<file path="src/rtl/ysyx_24110006_mem_arbiter.sv">
// Two-master (IFU/LSU) to one-slave memory arbiter with a response watchdog.
// Define ARBITER_RR_EN for round-robin arbitration; otherwise the LSU has fixed priority.
module ysyx_24110006_mem_arbiter #(
    parameter int unsigned TIMEOUT = 255
) (
    input  logic        i_clock,
    input  logic        i_reset,
    input  logic        i_if_req,
    input  logic [31:0] i_if_addr,
    output logic        o_if_resp,
    output logic [31:0] o_if_rdata,
    output logic        o_if_err,
    input  logic        i_ls_req,
    input  logic        i_ls_wen,
    input  logic [31:0] i_ls_addr,
    input  logic [31:0] i_ls_wdata,
    input  logic [3:0]  i_ls_wmask,
    output logic        o_ls_resp,
    output logic [31:0] o_ls_rdata,
    output logic        o_ls_err,
    output logic        o_mem_req,
    output logic        o_mem_wen,
    output logic [31:0] o_mem_addr,
    output logic [31:0] o_mem_wdata,
    output logic [3:0]  o_mem_wmask,
    input  logic        i_mem_resp,
    input  logic [31:0] i_mem_rdata,
    input  logic        i_mem_err
);

    typedef enum logic [1:0] {StIdle, StBusyIf, StBusyLs} state_e;

    localparam logic [7:0] WdLimit = 8'(TIMEOUT - 1);

    state_e      state_q, state_d;
    logic [7:0]  wd_q, wd_d;
    logic        wen_q, wen_d;
    logic [31:0] addr_q, addr_d;
    logic [31:0] wdata_q, wdata_d;
    logic [3:0]  wmask_q, wmask_d;
    logic        grant_ls;
    logic        resp;
    logic        err;
    logic [31:0] rdata;
`ifdef ARBITER_RR_EN
    logic        last_ls_q, last_ls_d;
`endif

    always_comb begin
        state_d   = state_q;
        wd_d      = wd_q;
        wen_d     = wen_q;
        addr_d    = addr_q;
        wdata_d   = wdata_q;
        wmask_d   = wmask_q;
        grant_ls  = 1'b0;
        resp      = 1'b0;
        err       = 1'b0;
        rdata     = 32'h0;
`ifdef ARBITER_RR_EN
        last_ls_d = last_ls_q;
`endif
        case (state_q)
            StIdle: begin
`ifdef ARBITER_RR_EN
                // On a tie the master that did not win last time goes first.
                grant_ls = i_ls_req && (!i_if_req || !last_ls_q);
`else
                grant_ls = i_ls_req;
`endif
                if (i_if_req || i_ls_req) begin
                    wd_d = 8'h0;
`ifdef ARBITER_RR_EN
                    last_ls_d = grant_ls;
`endif
                    if (grant_ls) begin
                        state_d = StBusyLs;
                        wen_d   = i_ls_wen;
                        addr_d  = i_ls_addr;
                        wdata_d = i_ls_wdata;
                        wmask_d = i_ls_wmask;
                    end else begin
                        state_d = StBusyIf;
                        wen_d   = 1'b0;
                        addr_d  = i_if_addr;
                        wdata_d = 32'h0;
                        wmask_d = 4'h0;
                    end
                end
            end
            StBusyIf, StBusyLs: begin
                if (i_mem_resp) begin
                    resp    = 1'b1;
                    err     = i_mem_err;
                    rdata   = i_mem_rdata;
                    state_d = StIdle;
                end else if (wd_q == WdLimit) begin
                    // Hung slave: answer the master with an access fault.
                    resp    = 1'b1;
                    err     = 1'b1;
                    state_d = StIdle;
                end else begin
                    wd_d = wd_q + 8'h1;
                end
            end
            default: state_d = StIdle;
        endcase
    end

    assign o_mem_req   = (state_q != StIdle);
    assign o_mem_wen   = wen_q;
    assign o_mem_addr  = addr_q;
    assign o_mem_wdata = wdata_q;
    assign o_mem_wmask = wmask_q;

    assign o_if_resp  = resp && (state_q == StBusyIf);
    assign o_if_err   = err && (state_q == StBusyIf);
    assign o_if_rdata = (state_q == StBusyIf) ? rdata : 32'h0;
    assign o_ls_resp  = resp && (state_q == StBusyLs);
    assign o_ls_err   = err && (state_q == StBusyLs);
    assign o_ls_rdata = (state_q == StBusyLs) ? rdata : 32'h0;

    always_ff @(posedge i_clock or posedge i_reset) begin
        if (i_reset) begin
            state_q   <= StIdle;
            wd_q      <= 8'h0;
            wen_q     <= 1'b0;
            addr_q    <= 32'h0;
            wdata_q   <= 32'h0;
            wmask_q   <= 4'h0;
`ifdef ARBITER_RR_EN
            last_ls_q <= 1'b0;
`endif
        end else begin
            state_q   <= state_d;
            wd_q      <= wd_d;
            wen_q     <= wen_d;
            addr_q    <= addr_d;
            wdata_q   <= wdata_d;
            wmask_q   <= wmask_d;
`ifdef ARBITER_RR_EN
            last_ls_q <= last_ls_d;
`endif
        end
    end

endmodule
</file>
<file path="config.mk">
export PLATFORM = sky130hd
export DESIGN_NAME = ysyx_24110006_mem_arbiter
export DESIGN_NICKNAME = d
export VERILOG_FILES = /design/src/rtl/ysyx_24110006_mem_arbiter.sv
export SDC_FILE = /design/constraint.sdc
export NUM_CORES = 1
export LEC_CHECK = 0
export CAP_MARGIN = 40
export CORE_MARGIN = 4
export CORE_UTILIZATION = 38
export DETAILED_ROUTE_END_ITERATION = 10
export MAX_ROUTING_LAYER = met4
export PLACE_DENSITY_LB_ADDON = 0.12
export SYNTH_ARGS = -nofsm -noshare
export SYNTH_HDL_FRONTEND = slang
export SYNTH_SLANG_ARGS = --single-unit
</file>
<file path="constraint.sdc">
create_clock -name i_clock -period 7.5 [get_ports i_clock]
set_clock_uncertainty 0.15 [all_clocks]
set_input_delay 1.5 -clock i_clock [delete_from_list [all_inputs] [get_ports i_clock]]
set_output_delay 1.5 -clock i_clock [all_outputs]
set_load 0.02 [all_outputs]
</file>
Word level (Yosys, flattened, before mapping):

Cells that the tools add are included.

* register bits after elaboration: 79
* bits of input ports: 139
* word-level logic and storage cells: 48

* $add $sub $neg: 1
* equality and inequality tests: 7
* multiplexer cells: 22
* reductions and logical operators: 12

Operators by type and width (number)
* 32-bit two-way mux: 6
* 8-bit two-way mux: 3
* 8-bit case mux with 2 select lines: 1
* 8-bit by 1-bit adder with 8-bit output, second input constant: 1
* 8-bit == test, second input constant: 1
* 2-bit two-way mux: 4
* 1-bit two-way mux: 6
* 2-bit != test, second input constant: 3
* 1-bit logical AND: 4
* 4-bit two-way mux: 1
* 2-bit case mux with 2 select lines: 1
* 2-bit AND reduction: 2
* 4-bit AND reduction: 1
* 2-bit nonzero test: 2
* 3-bit != test, second input constant: 1
* 2-bit by 1-bit == test with 1-bit output, second input constant: 1
* 2-bit == test, second input constant: 1
* 2-bit zero test: 1
* 2-bit OR reduction: 1
* 1-bit logical OR: 1

Depth between registers and ports, before layout:

Gate-level depths: netlist of run 1.

* word-level depth: 5
* depth in mapped cells: 9
* depth with buffers taken out: 6

Least setup slack after synthesis of run 1:

No wires, ideal clock.

* path type: input to output
* from: in i_mem_resp
* to: out o_if_err
* data arrival time: 2.605 ns
* required time: 5.850 ns
* setup slack: 3.245 ns
* cell stages on the path: 4
* path buffers: 0
* cells stage by stage: and2b_1 > o21ai_1 > and3_1 > nor2b_1

* word-level cells in the longest chain between the ends: 3

Ends and longest elaborated chain
* start, declared: line 26 `input logic i_mem_resp,`
* 1-bit two-way mux: line 92 `if (i_mem_resp) begin`
* 1-bit two-way mux: line 63 `case (state_q)`
* 1-bit logical AND: line 117 `assign o_if_err = err && (state_q == StBusyIf);`
* end, declared: line 12 `output logic o_if_err,`

No other way between the ends.

Worst setup path in the final report of run 1:

Same ends and word-level chain as after synthesis.

==> results of run 1 <==
## worst min-delay path by stage
stage                   startpoint             end  slack [ps]  cells after the start
floorplan                  wd_q[5]         wd_q[5]         320                      1
CTS                 o_mem_addr[26]  o_mem_addr[26]         340                      2
global placement    o_mem_addr[23]  o_mem_addr[23]         320                      2
detailed placement  o_mem_addr[23]  o_mem_addr[23]         320                      2
finish              o_mem_addr[26]  o_mem_addr[26]         330                      2
global route        o_mem_addr[31]  o_mem_addr[31]         360                      2
## cell families (layout without fill, tap and decap cells)
kind of cell	after synthesis	in the layout
buffers and inverters	33	303
DFF	79	79
muxes	32	32
and+or+nand+nor	127	127
other	0	1
adders and majority gates	5	5
AOI/OAI and AO/OA	97	97
## metrics by stage
stage | power, mW | cell area [um^2] | hold slack, ps
finish | 2.314 | 7010 | 329.8
global route | 2.459 | 7010 | 357.1
CTS | 2.343 | 7008 | 337.4
detailed placement | 1.961 | 6771 | 319.8
global placement | 1.919 | 6704 | 316.3
floorplan | 1.407 | 3949 | 315.4
## per-layer routing
layer | vias up | GRT usage, % | routed length, um
li1 | 1850 | - | -
met1 | 1777 | 24.11 | 4836
met2 | 197 | 40.94 | 7265
met3 | 20 | 7.634 | 1405
met4 | 0 | 8.459 | 286
met5 | - | - | 0
## cells in the mapped netlist, types with 2 or more instances
cell type,instances
and3_1,5
clkbuf_1,14
nand3_1,2
nand2_1,37
inv_1,6
o31ai_1,2
a22o_1,38
and2_1,67
o21ai_0,25
dfrtp_1,79
mux2i_1,32
nand4_1,2
nor2_1,4
buf_2,2
ha_1,5
a21boi_0,2
buf_6,8
o21ai_1,14
a31oi_1,7
nor2b_1,3
## sequential cells by signal, indices dropped and copies added (netlist names)
name,count
o_mem_wdata,32
o_mem_addr,32
state_q,2
wd_q,8
o_mem_wen,1
o_mem_wmask,4
## area by class of cell
| class | instances | area share, % |
|---|---|---|
| repair buffers | 281 | 40.51 |
| well taps | 133 | 2.374 |
| flip-flops and latches | 79 | 28.20 |
| clock inverters | 6 | 1.553 |
| clock buffers | 10 | 1.820 |
| multi-input cells | 261 | 25.17 |
| diodes | 1 | 0.03570 |
| inverters | 6 | 0.3391 |
## critical path, cell delays in order
cell and delay [ps]:
clkdlybuf4s50_1 520, and2b_1 250, o21ai_1 290, and3_1 240, nor2b_1 230, clkdlybuf4s50_1 650
## cell usage in the layout (no fill, tap or decap), drive strengths merged, types with 3 or more instances in the layout
cell type / n
nor2b: 3
nand2: 38
o21ai: 39
bufinv: 3
and3: 5
clkdlybuf4s50: 275
a22o: 38
ha: 5
nor2: 4
clkbuf: 10
buf: 6
mux2i: 32
dfrtp: 79
inv: 5
clkinv: 4
and2: 67
a31oi: 7
## power by group through the flow
stage | clock [mW] | sequential [mW] | combinational [mW]
global placement | 0 | 0.698 | 1.22
global route | 0.401 | 0.721 | 1.34
finish | 0.371 | 0.699 | 1.24
floorplan | 0 | 0.899 | 0.508
detailed placement | 0 | 0.701 | 1.26
CTS | 0.381 | 0.699 | 1.26
==> flow_summary.yaml, run 1 <==
status:
  run_status: "complete, no violations"
synthesis:
  synth_fa_ha_area_share_pct: 1.584
  synth-edff-count: 0
  async_flop_share_pct: 100.0
  synth.ff_latch_count: 79
  yosysTopAreaCell: "dfrtp_1"
  synthCells: 373
  synth_compound_area_share_pct: 17.02
  ys_top_cells_by_area: "dfrtp_1 (50%), and2_1 (11%), a22o_1 (8.4%), mux2i_1 (8.1%), nand2_1 (3.5%)"
  synth_area_per_cell_um2: 10.59
  synth_mux_area_share_pct: 8.112
  seq_area_frac_synth_pct: 50.06
  synth_top_area_share_pct: 50.06
  yosysWarnings: 0
  synth_top_family_by_area: "simple AND/OR/NAND/NOR gates"
  ys.flop_type: "dfrtp_1"
  synth_fp_nets: 517
  synth.distinct_cells: 39
  synthSimpleGateAreaFrac_pct: 17.97
  synthXorXnorAreaFrac_pct: 0
  syn_area_um2: 3949
sta:
  maxSlewHeadroom_pct: 44.73
  drv_slew: 0
  timing.fmax_mhz: 187.6
  finalWorstSetupSlack_ps: 2169
  setup_violations: 0
  finalCritPeriodShare_pct: 71.08
  fin_crit_ps: 5331
  hold_violations: 0
  rsz0062_at_grt: "false"
  fin_setup_tns_ps: 0
  worst_pin_slew_ps: 829.1
layout:
  drive_gt1_share_pct: 3.577
  nets: 782
  fin_util_pct: 70.42
  fillers: 763
  syn_to_final_growth_pct: 77.53
  register_area_um2: 1977
  multi_input_area_um2: 1764
  fin_cells: 777
routing:
  viasPerCell: 4.947
  antenna_left: 0
  drc_errors: 0
  vias: 3844
  routedWlPerCell_um: 17.75
  drt_wl_total_um: 13790
  drt-pass1-iter-count: 4
  drt_iter0_markers: 146
power:
  p_int_mw: 1.406
  switching_share_pct: 39.23
  ir_drop_v: 0.0002012
  p_leak_nw: 3.017
  pwr-share-comb_pct: 53.8
  power.density_nw_per_um2: 330.1
  p_switching_mw: 0.9081
  pwr-share-seq_pct: 30.2
  clkPwrFrac_pct: 16.0
critical_path:
  required_ps: 5850
  rrSetupSlack_ps: 5000
  r2r_cells: 6
  reg2reg_to: "o_mem_addr[20]"
  crit_arrival_ps: 3680
  crit_end: "o_if_err"
  r2r-start: "state_q[0]"
  crit_start: "i_mem_resp"
  worstPathMaxFanout: 8
  criticalPathCategory: "primary input to primary output"
  startpoint_type: "primary input"
  end_kind: "primary output"
clock_network:
  htree_num_levels: 3
  tritoncts: "built"
  cts_buffer_depth: 2
  clk_latency_ps: 350
  cts-buffers-inserted: 9
  cts_sinks: 79
  cts_root_buffer: "clkbuf_8"
  hold_buffers: 0
  postCtsResizedCells: 0
  post_cts.repair.setup_buffers: 0
  clk_pin_slew_worst_paths_ps: 70
global_routing:
  antenna_found_initial: 1
  grt_usage_pct: 23.24
  grt_max_degree: 61
  grt_pass1_wl_um: 20560
  grt_pass1_vias: 3854
  grt.overflow.total: 0
floorplanning:
  row_count: 36
  core_area_um2: 9955
  fp.dieW_um: 109.9
  initial_core_util_pct: 39.67
  die_area_um2: 12090
  die_h_um: 109.9
  io_pins: 277
flow_run:
  max_cap_violations: 0
place:
  dp_cells: 760
  hpwlAfterDp_um: 11080
  gp_congestion: 0.8517
  port_buffers: 276
  pre_cts_ws_ps: 2164
hold_path:
  hold_path.class: "flop to flop"
No activity file was read; power rests on OpenSTA's default activity.
==> run 2, diff against run 1 <==
- CORE_UTILIZATION: 38 -> 35
- clock period: 7.5 -> 5.5 ns (I/O delays scaled with it)
==> run 2 against run 1 <==
Net effect: routed wire length shrank 0.59%; final cell count rose by 0.64%; first-iteration DRC count shrank 8.9%; register-to-register slack lost 2000 ps; power grew 44%; setup slack got worse by 1200 ps.
==> flow_summary.yaml, run 2 (synthesis results as in run 1) <==
sta:
  setup_violations: 0
  maxSlewHeadroom_pct: 43.12
  timing.fmax_mhz: 219.1
  fin_crit_ps: 4565
  rsz0062_at_grt: "false"
  finalWorstSetupSlack_ps: 934.9
  fin_setup_tns_ps: 0
  finalCritPeriodShare_pct: 83.00
  worst_pin_slew_ps: 853.1
  drv_slew: 0
  hold_violations: 0
power:
  power.density_nw_per_um2: 471.1
  p_leak_nw: 3.049
  ir_drop_v: 0.0003076
clock_network:
  postCtsResizedCells: 0
  hold_buffers: 0
  post_cts.repair.setup_buffers: 0
  cts-buffers-inserted: 9
  clk_pin_slew_worst_paths_ps: 60
  cts_sinks: 79
  htree_num_levels: 3
  clk_latency_ps: 330
  cts_root_buffer: "clkbuf_16"
  tritoncts: "built"
  cts_buffer_depth: 2
critical_path:
  slowest_delay_ps: 660
  slowest_stage: "clkdlybuf4s50_1"
  end_kind: "primary output"
  crit_arrival_ps: 3320
  required_ps: 4250
  path_buf_inv: 2
  criticalPathCategory: "primary input to primary output"
  path_common_cell: "clkdlybuf4s50_1"
  cp_top_family: "buffers and inverters"
  startpoint_type: "primary input"
  worstPathMaxFanout: 8
  crit_chain: "clkdlybuf4s50_1 -> and2b_1 -> o21ai_1 -> and3_1 -> nor2b_1 -> clkdlybuf4s50_1"
floorplanning:
  die_area_um2: 13050
  initial_core_util_pct: 36.11
  die_h_um: 114.2
  fp.dieW_um: 114.2
  io_pins: 277
  row_count: 38
  core_area_um2: 10940
place:
  port_buffers: 276
  pre_cts_ws_ps: 909.1
  gp_congestion: 0.8309
  hpwlAfterDp_um: 10600
layout:
  syn_to_final_growth_pct: 79.44
  drive_gt1_share_pct: 3.427
  register_area_um2: 1977
  diodes: 0
  multi_input_area_um2: 1764
  fillers: 879
  nets: 781
  final_cell_mix: "clkdlybuf4s50_1 (275), dfrtp_1 (79), and2_1 (67)"
  final_common_cell: "clkdlybuf4s50_1"
routing:
  drc_errors: 0
  vias: 3776
  drt_wl_total_um: 13710
  routedWlPerCell_um: 17.53
  drt-pass1-iter-count: 4
  drt_iter0_markers: 133
  viasPerCell: 4.829
  antenna_left: 0
flow_run:
  max_cap_violations: 0
hold_path:
  hold_path.class: "flop to flop"
global_routing:
  grt_pass1_wl_um: 20690
  grt_max_degree: 84
  grt.overflow.total: 0
  antenna_found_initial: 0
  grt_pass1_vias: 3878
  grt_usage_pct: 20.89
status:
  run_status: "complete, no violations"
## run 2: changes by cell type in the layout (fill, tap and decap cells not counted), sizes merged
| cell | change |
|---|---|
| diode | -1 |
| buf | -1 |
## run 2: final timing paths
kind                             endpoint  depth (start not counted)            from  slack, ps
max in group asynchronous  o_mem_addr[15]                          3         i_reset       3220
min in group asynchronous  o_mem_addr[14]                          2         i_reset        970
max reg2reg                       wd_q[5]                          6      state_q[1]       3020
min                        o_mem_addr[18]                          2  o_mem_addr[18]        330
max                              o_if_err                          6      i_mem_resp        930
min reg2reg                o_mem_addr[18]                          2  o_mem_addr[18]        330
## run 2: through the flow
stage	utilization [%]	area, um^2	power, mW	hold slack, ps	cells
2_1_floorplan	-	3949	1.919	315.4	373
3_3_place_gp	61.45	6720	2.624	316.3	765
3_5_place_dp	61.70	6748	2.680	319.9	766
4_1_cts	64.79	7086	3.376	333.4	782
5_1_grt	64.79	7086	3.523	364.1	782
6_report	64.79	7086	3.338	330.0	782
## run 2: cell type report
class	instances	share of cell area [%]
Timing Repair Buffer	280	39.63
Sequential cell	79	27.90
Multi-Input combinational cell	261	24.90
Clock buffer	10	3.232
Tap cell	140	2.472
Clock inverter	6	1.536
Inverter	6	0.3355
## run 2: routing by layer
metal	share of wire (%)	wire length (um)	vias up	GRT usage (%)
li1	-	-	1842	-
met1	39	5356	1755	23.22
met2	52	7135	169	37.16
met3	8.1	1113	10	6.290
met4	0.78	107	0	4.276
met5	0	0	-	-
## run 2: where the power goes
group,leakage [nW],internal [mW],switching [mW],total (mW)
registers,1.00,0.821,0.136,0.956
logic,1.88,0.802,0.906,1.71
clock network,0.166,0.443,0.232,0.674
## run 2: worst register-to-register path, cell delays in order, from the launching register on
cell	delay, ps
dfrtp_1	380
inv_1	80
ha_1	510
and2b_1	270
o21ai_1	220
a21boi_0	550
a31oi_1	180
==> run 3, diff against run 2 <==
- clock period: 5.5 -> 4.35 ns (I/O delays scaled with it)
==> run 3 against run 2 <==
Net effect: register-to-register slack lost 1100 ps; first-iteration DRC count shrank 6.8%; hold slack gained 1.2 ps; count of clock-buffer cells in the layout grew 2; highest routed layer unchanged; power grew 24%; sequential share of layout area is the same; final cell count grew 0.51%; critical path type unchanged.
==> flow_summary.yaml, run 3 (synthesis results as in run 1) <==
status:
  run_status: "complete, no violations"
clock_network:
  cts-buffers-inserted: 9
  cts_root_buffer: "clkbuf_16"
  tritoncts: "built"
  cts_buffer_depth: 2
  clk_latency_ps: 330
  post_cts.repair.setup_buffers: 0
  clk_pin_slew_worst_paths_ps: 60
  postCtsResizedCells: 0
  cts_sinks: 79
  hold_buffers: 0
  htree_num_levels: 3
routing:
  drt_iter0_markers: 124
  vias: 3876
  drt_wl_total_um: 13780
  routedWlPerCell_um: 17.53
  drc_errors: 0
  viasPerCell: 4.931
  antenna_left: 0
  drt-pass1-iter-count: 4
global_routing:
  grt_max_degree: 87
  grt_usage_pct: 21.47
  grt_pass1_wl_um: 21230
  grt_pass1_vias: 3981
  grt.overflow.total: 0
  antenna_found_initial: 1
floorplanning:
  io_pins: 277
  fp.dieW_um: 114.2
  row_count: 38
  die_area_um2: 13050
  core_area_um2: 10940
  initial_core_util_pct: 36.11
  die_h_um: 114.2
sta:
  fin_crit_ps: 4029
  timing.fmax_mhz: 248.2
  hold_violations: 0
  finalWorstSetupSlack_ps: 320.8
  rsz0062_at_grt: "false"
  fin_setup_tns_ps: 0
  setup_violations: 0
  whs_ps: 331.2
  finalCritPeriodShare_pct: 92.63
  worst_pin_slew_ps: 560.5
  drv_slew: 0
  maxSlewHeadroom_pct: 62.63
place:
  dp_cells: 769
  port_buffers: 276
  pre_cts_ws_ps: 307.8
  hpwlAfterDp_um: 11000
  gp_congestion: 0.8472
critical_path:
  crit_arrival_ps: 3010
  worstPathMaxFanout: 8
  rrSetupSlack_ps: 1910
  criticalPathCategory: "primary input to primary output"
  startpoint_type: "primary input"
  required_ps: 3330
  end_kind: "primary output"
power:
  clkPwrFrac_pct: 18.3
  p_int_mw: 2.519
  switching_share_pct: 39.10
  ir_drop_v: 0.0003768
  pwr-share-comb_pct: 52.4
  power.density_nw_per_um2: 583.8
  p_switching_mw: 1.617
  p_leak_nw: 3.042
  pwr-share-seq_pct: 29.3
hold_path:
  hold_path.class: "flop to flop"
layout:
  drive_gt1_share_pct: 3.721
  final_cell_mix: "clkdlybuf4s50_1 (275), dfrtp_1 (79), and2_1 (67)"
  final_common_cell: "clkdlybuf4s50_1"
  syn_to_final_growth_pct: 79.44
  nets: 784
  fillers: 929
  fin_cells: 786
flow_run:
  max_cap_violations: 0
==> run 3: path summary, 6_finish.rpt <==
check | cells after the start | startpoint | to
setup / recovery | 6 | i_mem_resp | o_if_err
hold / removal | 2 | o_mem_addr[29] | o_mem_addr[29]
setup reg to reg | 6 | state_q[1] | o_mem_addr[28]
hold reg to reg | 2 | o_mem_addr[29] | o_mem_addr[29]
max in group asynchronous | 4 | i_reset | o_mem_wdata[9]
min in group asynchronous | 2 | i_reset | o_mem_addr[19]
==> run 3: final cells by class <==
class	count	area, um^2	share of cell area, %
Timing Repair Buffer	283	2843	40.12
Sequential cell	79	1977	27.90
Multi-Input combinational cell	261	1764	24.90
Clock buffer	12	246.5	3.479
Tap cell	140	175.2	2.472
Clock inverter	4	53.80	0.7593
Inverter	6	23.77	0.3355
Antenna cell	1	2.502	0.03532
==> run 3: power groups by stage <==
stage,logic (mW),registers (mW),clock network [mW]
2_1_floorplan,0.876,1.55,0
3_3_place_gp,2.12,1.21,0
3_5_place_dp,2.19,1.21,0
4_1_cts,2.20,1.21,0.773
5_1_grt,2.32,1.25,0.812
6_report,2.17,1.21,0.757
==> run 3: critical path, cell delays in order <==
cell	delay, ps
clkdlybuf4s50_1	520
and2b_1	250
o21ai_1	280
and3_1	310
nor2b_1	160
clkdlybuf4s50_1	610
==> run 3: per-layer routing <==
layer	GRT usage [%]	wire (um)	part of all wire [%]
met5	-	0	0
met4	7.126	333	2.4
met2	36.89	6921	50
met3	6.607	1039	7.5
met1	23.73	5484	40
==> run 3: per-stage QoR <==
step	utilization (%)	cell area (um^2)	power, mW
global placement	61.59	6735	3.324
global route	64.79	7086	4.385
CTS	64.77	7083	4.182
detailed placement	62.03	6783	3.405
floorplan	-	3949	2.426
finish	64.79	7086	4.137
